## config.mk

```make
export PLATFORM = sky130hd
export DESIGN_NAME = load_store_unit
export DESIGN_NICKNAME = d
export VERILOG_FILES = /design/src/rtl/load_store_unit.sv
export SDC_FILE = /design/constraint.sdc
export NUM_CORES = 1
export LEC_CHECK = 0
export CAP_MARGIN = 30
export CORE_UTILIZATION = 47
export DETAILED_ROUTE_END_ITERATION = 16
export GPL_ROUTABILITY_DRIVEN = 1
export PLACE_DENSITY = 0.79
export SYNTH_ARGS = -nofsm -noshare
export SYNTH_HDL_FRONTEND = slang
export SYNTH_SLANG_ARGS = --single-unit
```

## constraint.sdc

```tcl
create_clock -name i_clk -period 5.02 [get_ports i_clk]
set_input_delay 1.506 -clock i_clk [delete_from_list [all_inputs] [get_ports i_clk]]
set_output_delay 1.506 -clock i_clk [all_outputs]
set_load 0.02 [all_outputs]
```

## src/rtl/load_store_unit.sv

```systemverilog
// Load/store unit: byte/half/word/double accesses over an aligned 64-bit memory port,
// sub-doubleword stores by read-modify-write. Optional macro: LSU_MISALIGN_CHECK_EN.
module load_store_unit #(
    parameter int unsigned RD_LAT = 1
) (
    input  logic        i_clk,
    input  logic        i_reset,
    input  logic        i_req,
    input  logic        i_we,
    input  logic [1:0]  i_size,
    input  logic        i_uns,
    input  logic [63:0] i_addr,
    input  logic [63:0] i_wdata,
    output logic        o_busy,
    output logic        o_done,
    output logic        o_misaligned,
    output logic [63:0] o_rdata,
    output logic [63:0] o_mem_addr,
    output logic        o_mem_wr,
    output logic [63:0] o_mem_wdata,
    input  logic [63:0] i_mem_rdata
);

    typedef enum logic [1:0] {
        S_IDLE,
        S_RD,
        S_WR,
        S_DONE
    } state_t;

    state_t      r_state;
    state_t      w_next;

    logic        r_we;
    logic [1:0]  r_size;
    logic        r_uns;
    logic [2:0]  r_off;
    logic [63:0] r_wdata;
    logic [63:0] r_rdata;
    logic [63:0] r_mem_addr;
    logic [63:0] r_mem_wdata;
    logic [1:0]  r_cnt;

    logic        w_accept;
    logic        w_misal;
    logic [2:0]  w_off;
    logic [63:0] w_rd_shift;
    logic [63:0] w_load;
    logic [7:0]  w_lanes;
    logic [7:0]  w_byte_en;
    logic [63:0] w_wr_shift;
    logic [63:0] w_merged;

    assign w_accept = (r_state == S_IDLE) && i_req;

`ifdef LSU_MISALIGN_CHECK_EN
    logic r_mis;

    always_comb begin
        w_off = i_addr[2:0];
        case (i_size)
            2'b00:   w_misal = 1'b0;
            2'b01:   w_misal = i_addr[0];
            2'b10:   w_misal = |i_addr[1:0];
            default: w_misal = |i_addr[2:0];
        endcase
    end

    always_ff @(posedge i_clk) begin
        if (i_reset) begin
            r_mis <= 1'b0;
        end else if (w_accept) begin
            r_mis <= w_misal;
        end
    end

    assign o_misaligned = (r_state == S_DONE) && r_mis;
`else
    // Without the check, the lane offset is rounded down to the access size.
    always_comb begin
        w_misal = 1'b0;
        case (i_size)
            2'b00:   w_off = i_addr[2:0];
            2'b01:   w_off = {i_addr[2:1], 1'b0};
            2'b10:   w_off = {i_addr[2], 2'b00};
            default: w_off = 3'b000;
        endcase
    end

    assign o_misaligned = 1'b0;
`endif

    always_ff @(posedge i_clk) begin
        if (i_reset) begin
            r_state <= S_IDLE;
        end else begin
            r_state <= w_next;
        end
    end

    always_comb begin
        w_next   = r_state;
        o_busy   = 1'b1;
        o_done   = 1'b0;
        o_mem_wr = 1'b0;
        case (r_state)
            S_IDLE: begin
                o_busy = 1'b0;
                if (i_req) begin
                    if (w_misal) begin
                        w_next = S_DONE;
                    end else if (i_we && (i_size == 2'b11)) begin
                        w_next = S_WR;
                    end else begin
                        w_next = S_RD;
                    end
                end
            end
            S_RD: begin
                if (r_cnt == 2'd0) begin
                    w_next = r_we ? S_WR : S_DONE;
                end
            end
            S_WR: begin
                o_mem_wr = 1'b1;
                w_next   = S_DONE;
            end
            default: begin
                o_done = 1'b1;
                w_next = S_IDLE;
            end
        endcase
    end

    // Load path: lane-align the returned doubleword, then extend.
    always_comb begin
        w_rd_shift = i_mem_rdata >> {r_off, 3'b000};
        case (r_size)
            2'b00:   w_load = r_uns ? {56'd0, w_rd_shift[7:0]}  : {{56{w_rd_shift[7]}},  w_rd_shift[7:0]};
            2'b01:   w_load = r_uns ? {48'd0, w_rd_shift[15:0]} : {{48{w_rd_shift[15]}}, w_rd_shift[15:0]};
            2'b10:   w_load = r_uns ? {32'd0, w_rd_shift[31:0]} : {{32{w_rd_shift[31]}}, w_rd_shift[31:0]};
            default: w_load = w_rd_shift;
        endcase
    end

    // Store path: byte enables select new bytes over the read doubleword.
    always_comb begin
        case (r_size)
            2'b00:   w_lanes = 8'h01;
            2'b01:   w_lanes = 8'h03;
            2'b10:   w_lanes = 8'h0F;
            default: w_lanes = 8'hFF;
        endcase
        w_byte_en  = w_lanes << r_off;
        w_wr_shift = r_wdata << {r_off, 3'b000};
        w_merged   = '0;
        for (int unsigned b = 0; b < 8; b++) begin
            w_merged[8*b +: 8] = w_byte_en[b] ? w_wr_shift[8*b +: 8] : i_mem_rdata[8*b +: 8];
        end
    end

    always_ff @(posedge i_clk) begin
        if (i_reset) begin
            r_we        <= 1'b0;
            r_size      <= '0;
            r_uns       <= 1'b0;
            r_off       <= '0;
            r_wdata     <= '0;
            r_rdata     <= '0;
            r_mem_addr  <= '0;
            r_mem_wdata <= '0;
            r_cnt       <= '0;
        end else begin
            if (w_accept) begin
                r_we       <= i_we;
                r_size     <= i_size;
                r_uns      <= i_uns;
                r_off      <= w_off;
                r_wdata    <= i_wdata;
                r_mem_addr <= {i_addr[63:3], 3'b000};
                r_cnt      <= 2'(RD_LAT);
                if (i_we && (i_size == 2'b11)) begin
                    r_mem_wdata <= i_wdata;
                end
            end
            if (r_state == S_RD) begin
                if (r_cnt != 2'd0) begin
                    r_cnt <= r_cnt - 2'd1;
                end else if (r_we) begin
                    r_mem_wdata <= w_merged;
                end else begin
                    r_rdata <= w_load;
                end
            end
        end
    end

    assign o_rdata     = r_rdata;
    assign o_mem_addr  = r_mem_addr;
    assign o_mem_wdata = r_mem_wdata;

endmodule

```

Word-level counts from Yosys, hierarchy flattened
Index checks and enable logic that the tools add are counted.
{ "totals": {"regBits": 264, "out_inout_bits": 196, "inputBits": 199, "elab_cells": 65} }
{ "classes": {"mux": 30, "eq_ne": 9, "bitwise_logic": 2, "reduce_logical": 10, "shifts": 3, "n_addsub": 1} }
{ "ops": {"columns": ["op", "n"], "rows": [
  ["2-to-1 mux 64 bit", 8],
  ["case mux 64 bit (3 select lines)", 1],
  ["2-to-1 mux 8 bit", 8],
  ["left shift 64 x 6 -> 64 bit", 1],
  [">> shifter 64 x 6 -> 64 bit", 1],
  ["case mux 8 bit (3 select lines)", 1],
  ["2-to-1 mux 2 bit", 6],
  ["case mux 3 bit (3 select lines)", 1],
  ["== test 2 bit (second input constant)", 4],
  ["zero test 2 bit", 4],
  ["left shift 8 x 3 -> 8 bit", 1],
  ["== test 2 x 1 -> 1 bit (second input constant)", 3],
  ["case mux 2 bit (3 select lines)", 1],
  ["2-to-1 mux 1 bit", 4],
  ["inequality test 2 bit (second input constant)", 2],
  ["AND reduction 3 bit", 1],
  ["OR reduction 3 bit", 1],
  ["logical AND 1 bit", 2],
  ["NOT 1 bit", 2],
  ["AND reduction 2 bit", 1],
  ["nonzero test 2 bit", 1],
  ["subtractor 2 x 1 -> 2 bit (second input constant)", 1]
]} }

Longest topological paths before layout
Gate-level depths: netlist (run 1).
{ "depth": {"depth_word": 7, "ltp_mapped": 10, "depth_no_buf": 7} }

Least setup slack after synthesis (run 1)
Ideal clock, no wire load.
{ "synth_path": {"kind": "input to register", "startpoint": "in i_mem_rdata[7]", "endpoint": "reg r_rdata[36], in the netlist o_rdata[36]", "stages": 6, "slack_ns": 1.749, "path_buffers": 1, "required_ns": 4.874, "setup_ns": 0.146, "t_arrival_ns": 3.125, "cell_sequence": "nor2b_1 > a2111oi_1 > nor4_4 > nor4_4 > buf_6 > a211oi_2"} }
{ "synth_between": {"elab_chain_cells": 3, "elab_cells_between_ends": 5, "classes_between": "shift (1); mux (4)"} }
{ "synth_lines": {"columns": ["item", "line", "rtl"], "rows": [
  ["start: declaration", "21", "input logic [63:0] i_mem_rdata"],
  [">> shifter 64 x 6 -> 64 bit (*)", "137", "w_rd_shift = i_mem_rdata >> {r_off, 3'b000};"],
  ["2-to-1 mux 64 bit, on equally long branches", "141, 139, 140", null],
  ["case mux 64 bit (3 select lines) (*)", "138", "case (r_size)"],
  ["end signal: assignment", "192", "r_rdata <= w_load;"],
  ["end: declaration", "39", "logic [63:0] r_rdata;"]
]} }
Mark *: on every way between the ends. The rest lies on a longest branch, timed or not.
A chain may end at the register's enable or synchronous reset.

Worst setup path after layout (run 1)
{ "layout_path": {"startpoint": "in i_mem_rdata[7]", "endpoint": "reg r_rdata[63], in the netlist o_rdata[63]"} }
The elaborated chain is that of the path after synthesis.

==> flow_summary.toml, run 1 <==
[layout]
nFillCells = 2453
syn2layout_area_growth_pct = 35.06
nNetsFinal = 2155
multiInputGateArea_mm2 = 0.008005
fin_area_mm2 = 0.01884
drive_gt1_share_pct = 10.97
seq_area_mm2 = 0.005293

[floorplanning]
start_util_pct = 48.22
die_w_um = 174.3
num_rows = 62
ios = 395
dieArea_mm2 = 0.03038
core_area_mm2 = 0.02894
die_y_um = 174.3

[cts]
post_cts_buffers = 0
clk_pin_slew_ps = 60
htreeDepth = 1
ctsLongestPathBuffers = 3
clock_latency_ps = 570
cts_tree = "built"
cts_resized = 0
cts-root-buf = "clkbuf_16"
cts_hold_buffers = 0
cts.sinks = 264
numCtsBuffers = 29

[worst_setup_path]
cp_num_buf_inv = 2
crit_family = "buffers and inverters"
cpMostUsedCell = "nor4_4"
arrival_ps = 4200
critPathSlowestCell = "a2111oi_1"
crit_chain = "clkdlybuf4s50_1 > nor2b_1 > a2111oi_1 > nor4_4 > nor4_4 > buf_4 > a211oi_1"
worst-path-max-fanout = 32
required_ps = 5430
worst_setup_path_start_kind = "input pin"
crit_path_end_kind = "register"
max_stage_delay_ps = 810
worst-setup-path-type = "input pin to register"

[drt]
drt_iter0_markers = 1880
postRouteAntennaNets = 0
routedWlPerCell_um = 23.62
num_vias = 14570
drt-pass1-iter-count = 5
drcViolationCount = 0
detail_route.vias_per_cell = 6.191
routed_wl_um = 55610

[place]
dpl.hpwl_um = 40590
postPlaceCellArea_mm2 = 0.01794
gp_congestion = 0.9882
io_buffers = 390

[yosys]
synth.ff_latch_count = 264
syn-cell-area_mm2 = 0.01395
synth-edff-count = 0
ys_types = 56
synthCells = 1660
postSynthAreaPerCell_um2 = 8.405
seq_area_frac_synth_pct = 37.88
synthTopCellsByCount = "427 x nand2_1, 264 x dfxtp_1, 149 x a21oi_1"
synth_area_leader_cell = "dfxtp_1"
ys.flop_type = "dfxtp_1"
synthArstFlopShare_pct = 0
synth_most_common_cell = "nand2_1"
synth_area_leaders = "dfxtp_1 38%, nand2_1 11%, mux4_2 7.7%, a21oi_1 5.3%, mux2i_1 5.3%"
synth_top_cell_area_share_pct = 37.88
yosysWarningCount = 0

[global_route]
track_usage_pct = 35.49
grt_overflow = 0
antenna_found_initial = 2
grt_pass1_vias = 13840
top_usage_layer = "met2"
met3_usage_pct = 8.180
grt_start_max_net_pins = 105
grt_use_met1_pct = 46.40
grt_use_met2_pct = 55.63
grt_pass1_wl_um = 83500

[sta]
fin_setup_tns_ps = 0
fin_crit_ps = 3786
slew_headroom_pct = 26.20
hold_viol = 0
finalSetupViolations = 0
tightest_slew_ps = 1107
fmax_mhz = 264.1
final.setup_skew_ps = 13.82
final_max_slew_viol_count = 0
period_share_pct = 75.42
rsz0062_at_grt = "no"

[run]
max_cap_viol_count = 0

[power]
power_density_mw_per_mm2 = 461.8
p_leak_uw = 0.006398
ir_drop_mv = 0.3510
fin_total_pwr_uw = 8701

[min_path]
worstHoldPathType = "register to register"

[run_status]
status = "completed"
==> state kept, by name, indices dropped and copies added (netlist names) <==
name,cells
o_rdata,64
r_cnt,2
r_state,2
r_we,1
o_mem_wdata,64
r_wdata,64
o_mem_addr,61
r_size,2
r_off,3
r_uns,1
==> area by class of cell <==
cell class,count,area share [%]
diodes,1,0.01328
clock buffers,42,4.270
clock inverters,6,0.5046
inverters,6,0.1195
multi-input cells,1236,42.48
flip-flops and latches,264,28.09
well taps,384,2.550
repair buffers,415,21.97
==> routing by layer <==
layer	vias up	share of wire, %
met5	-	0
li1	6486	-
met3	201	11
met4	0	5.5
met2	984	45
met1	6903	38
==> path summary, 6_finish.rpt <==
check / start / to / slack, ps / depth (start not counted)
max reg2reg: r_off[1] / o_mem_wdata[55] / 1790 / 6
min reg2reg: o_mem_addr[34] / o_mem_addr[34] / 450 / 2
min: o_mem_addr[34] / o_mem_addr[34] / 450 / 2
max: i_mem_rdata[7] / o_rdata[63] / 1230 / 7
==> cells in the final DEF, fill, tap and decap left out, drive strengths merged, types with 8 or more instances in the layout <==
master / count
a211oi: 64
a21oi: 149
a221oi: 17
a22oi: 17
a311oi: 48
a31o: 16
a31oi: 9
a32oi: 14
and3: 12
buf: 25
clkbuf: 43
clkdlybuf4s50: 389
dfxtp: 264
mux2: 38
mux2i: 74
mux4: 48
nand2: 427
nand2b: 23
nand3b: 10
nor2: 137
nor2b: 12
nor3: 28
o21a: 9
o21ai: 29
o2bb2ai: 8
o32a: 8
==> power breakdown <==
part	leakage (uW)	internal (uW)	switching (uW)
clock	0.000441	1210	872
sequential	0.00216	2580	416
combinational	0.00380	1550	2080
total	0.00640	5340	3360
==> kinds of logic (layout without fill, tap and decap cells) <==
logic type                 after synthesis  in the layout  synth area share (%)
buffers and inverters                  163            469                 5.040
AOI/OAI and AO/OA                      396            396                 20.30
other                                    1              5               0.02688
muxes                                  160            160                 16.15
adders and majority gates                4              4                0.3587
DFF                                    264            264                 37.88
and+or+nand+nor                        672            672                 20.24
==> stage by stage <==
| step | cells | worst slack [ps] | utilization (%) | hold WS (ps) |
|---|---|---|---|---|
| after detailed placement | 2305 | 742.8 | 62.00 | 445.7 |
| after global placement | 2304 | 859.8 | 61.95 | 441.6 |
| after global routing | 2353 | 1148 | 65.11 | 469.9 |
| after floorplan | 1663 | 1749 | - | 433.4 |
| final | 2354 | 1234 | 65.12 | 451.6 |
| after CTS | 2353 | 1302 | 65.11 | 453.9 |
==> worst register-to-register path, cell delays in order, from the launching register on <==
cell	delay (ps)
dfxtp_4	710
buf_4	600
nor2b_1	280
o21ai_0	150
a21oi_1	890
a221oi_1	310
o21a_1	180
No activity file was read; power rests on OpenSTA's default activity.
==> run 2, diff against run 1 <==
--- a/config.mk
+++ b/config.mk
@@ -6,10 +6,10 @@
 export NUM_CORES = 1
 export LEC_CHECK = 0
 export CAP_MARGIN = 30
-export CORE_UTILIZATION = 47
+export CORE_UTILIZATION = 44
 export DETAILED_ROUTE_END_ITERATION = 16
 export GPL_ROUTABILITY_DRIVEN = 1
-export PLACE_DENSITY = 0.79
+export PLACE_DENSITY = 0.78
 export SYNTH_ARGS = -nofsm -noshare
 export SYNTH_HDL_FRONTEND = slang
 export SYNTH_SLANG_ARGS = --single-unit
==> constraint.sdc (replaced) <==
create_clock -name i_clk -period 3.25 [get_ports i_clk]
set_input_delay 0.975 -clock i_clk [delete_from_list [all_inputs] [get_ports i_clk]]
set_output_delay 0.975 -clock i_clk [all_outputs]
set_load 0.02 [all_outputs]
==> run 2 against run 1 <==
Against the previous run:
- clock-buffer cell count fell by 3
- cell count rose by 2.0%
- critical endpoint is now o_busy
- sequential cell count did not move
==> flow_summary.toml, run 2 (synthesized netlist as in run 1, its figures left out) <==
[run_status]
status = "completed"

[drt]
drt_iter0_markers = 1999
postRouteAntennaNets = 0
detail_route.vias_per_cell = 6.151
num_vias = 14760
drcViolationCount = 0
routed_wl_um = 56730
drt-pass1-iter-count = 6
routedWlPerCell_um = 23.64

[cts]
cts_hold_buffers = 0
cts_resized = 0
htreeDepth = 1
cts_tree = "built"
cts-root-buf = "clkbuf_16"
clock_latency_ps = 570
cts.sinks = 264
post_cts_buffers = 0
clk_pin_slew_ps = 60
numCtsBuffers = 29
ctsLongestPathBuffers = 3

[layout]
nNetsFinal = 2187
final_common_cell = "nand2_1"
syn2layout_area_growth_pct = 38.09
most-common-layout-cells = "426 x nand2_1, 389 x clkdlybuf4s50_1, 262 x dfxtp_1, 149 x a21oi_1, 135 x nor2_1"
nFillCells = 2674
drive_gt1_share_pct = 12.83
stdcell_count = 2400

[power]
power_density_mw_per_mm2 = 714.8
p_sw_uw = 5345
ir_drop_mv = 0.4562
p_leak_uw = 0.006630
switching_share_pct = 38.81
p_comb_share_pct = 41.9
clkPwrFrac_pct = 24.3
seq_power_share_pct = 33.8
cellInternalPower_uw = 8428

[floorplanning]
die_w_um = 180.1
core_area_mm2 = 0.03091
die_y_um = 180.1
ios = 395
start_util_pct = 45.14
num_rows = 64
dieArea_mm2 = 0.03243

[worst_setup_path]
max_stage_delay_ps = 600
required_ps = 2270
worst_setup_path_start_kind = "register"
arrival_ps = 2000
critPathSlowestCell = "clkdlybuf4s50_1"
cpMostUsedCell = "inv_1"
worst-setup-path-type = "register to output pin"
crit_chain = "inv_1 > ha_1 > inv_1 > clkdlybuf4s50_1"
worst-path-max-fanout = 5
crit_path_end_kind = "output pin"

[sta]
holdWs_ps = 452.5
slew_headroom_pct = 32.87
period_share_pct = 91.39
final_max_slew_viol_count = 0
hold_viol = 0
tightest_slew_ps = 1007
fmax_mhz = 336.7
rsz0062_at_grt = "no"
finalSetupViolations = 0
fin_crit_ps = 2970
final.setup_skew_ps = 16.81

[place]
gp_congestion = 1.055
io_buffers = 390
dp_cells = 2349
dpl.hpwl_um = 41730

[global_route]
track_usage_pct = 33.54
grt_overflow = 0
top_usage_layer = "met2"
grt_pass1_vias = 14010
met3_usage_pct = 8.205
antenna_found_initial = 1
grt_use_met2_pct = 53.49
grt_start_max_net_pins = 134
grt_use_met1_pct = 42.47
grt_pass1_wl_um = 84320

[run]
max_cap_viol_count = 0

[min_path]
worstHoldPathType = "register to register"
==> run 2: changes by cell type in the layout (fill, tap and decap cells not counted), moves of 2 or more <==
cell        previous run  this run
buf_12                 3        12
buf_4                 21        45
clkinvlp_4             0         2
clkbuf_1              10         1
clkbuf_8               4         9
clkinv_2               3         6
==> run 2: layout make-up <==
cell class / count / area, um^2 / share of cell area [%]
Multi-Input combinational cell: 1236 / 7999 / 41.52
Timing Repair Buffer: 447 / 4486 / 23.28
Tap cell: 396 / 495.5 / 2.572
Clock inverter: 11 / 103.9 / 0.5390
Sequential cell: 264 / 5293 / 27.47
Inverter: 6 / 22.52 / 0.1169
Clock buffer: 39 / 864.6 / 4.488
Antenna cell: 1 / 2.502 / 0.01299
==> run 2: worst max-delay path, delay by kind of cell (launching register included) <==
kind	cells	cell delay (ps)
flops	1	370
buf+inv	3	780
fa+ha+maj	1	270
==> run 2: final timing paths <==
path,end,slack [ps],from,depth (start not counted)
min,o_mem_addr[62],450,o_mem_addr[62],2
min reg2reg,o_mem_addr[62],450,o_mem_addr[62],2
max reg2reg,o_mem_wdata[39],480,r_off[0],6
max,o_busy,280,r_state[0],4
==> run 2: per-layer routing <==
layer / vias up / wire length, um
met1: 6987 / 21500
met3: 220 / 6301
met4: 0 / 3240
li1: 6545 / -
met2: 1011 / 25680
met5: - / 0
==> run 2: power groups by stage <==
stage	registers [uW]	logic [uW]	clock network, uW
detailed placement	4690	5660	0
finish	4660	5770	3350
CTS	4620	5700	3360
global route	4730	6110	3490
floorplan	5120	2730	0
global placement	4660	5570	0
==> run 2: through the flow <==
stage                     setup WS (ps)  cell area (um^2)  utilization (%)  power, uW  setup TNS [ps]
after detailed placement         -27.66             18300            59.19      10350          -355.6
after floorplan                   509.8             13960                -       7847               0
after global routing              186.3             19260            62.32      14330               0
final                             279.9             19270            62.33      13770               0
after CTS                         275.4             19260            62.32      13680               0
after global placement            10.28             18300            59.19      10230               0
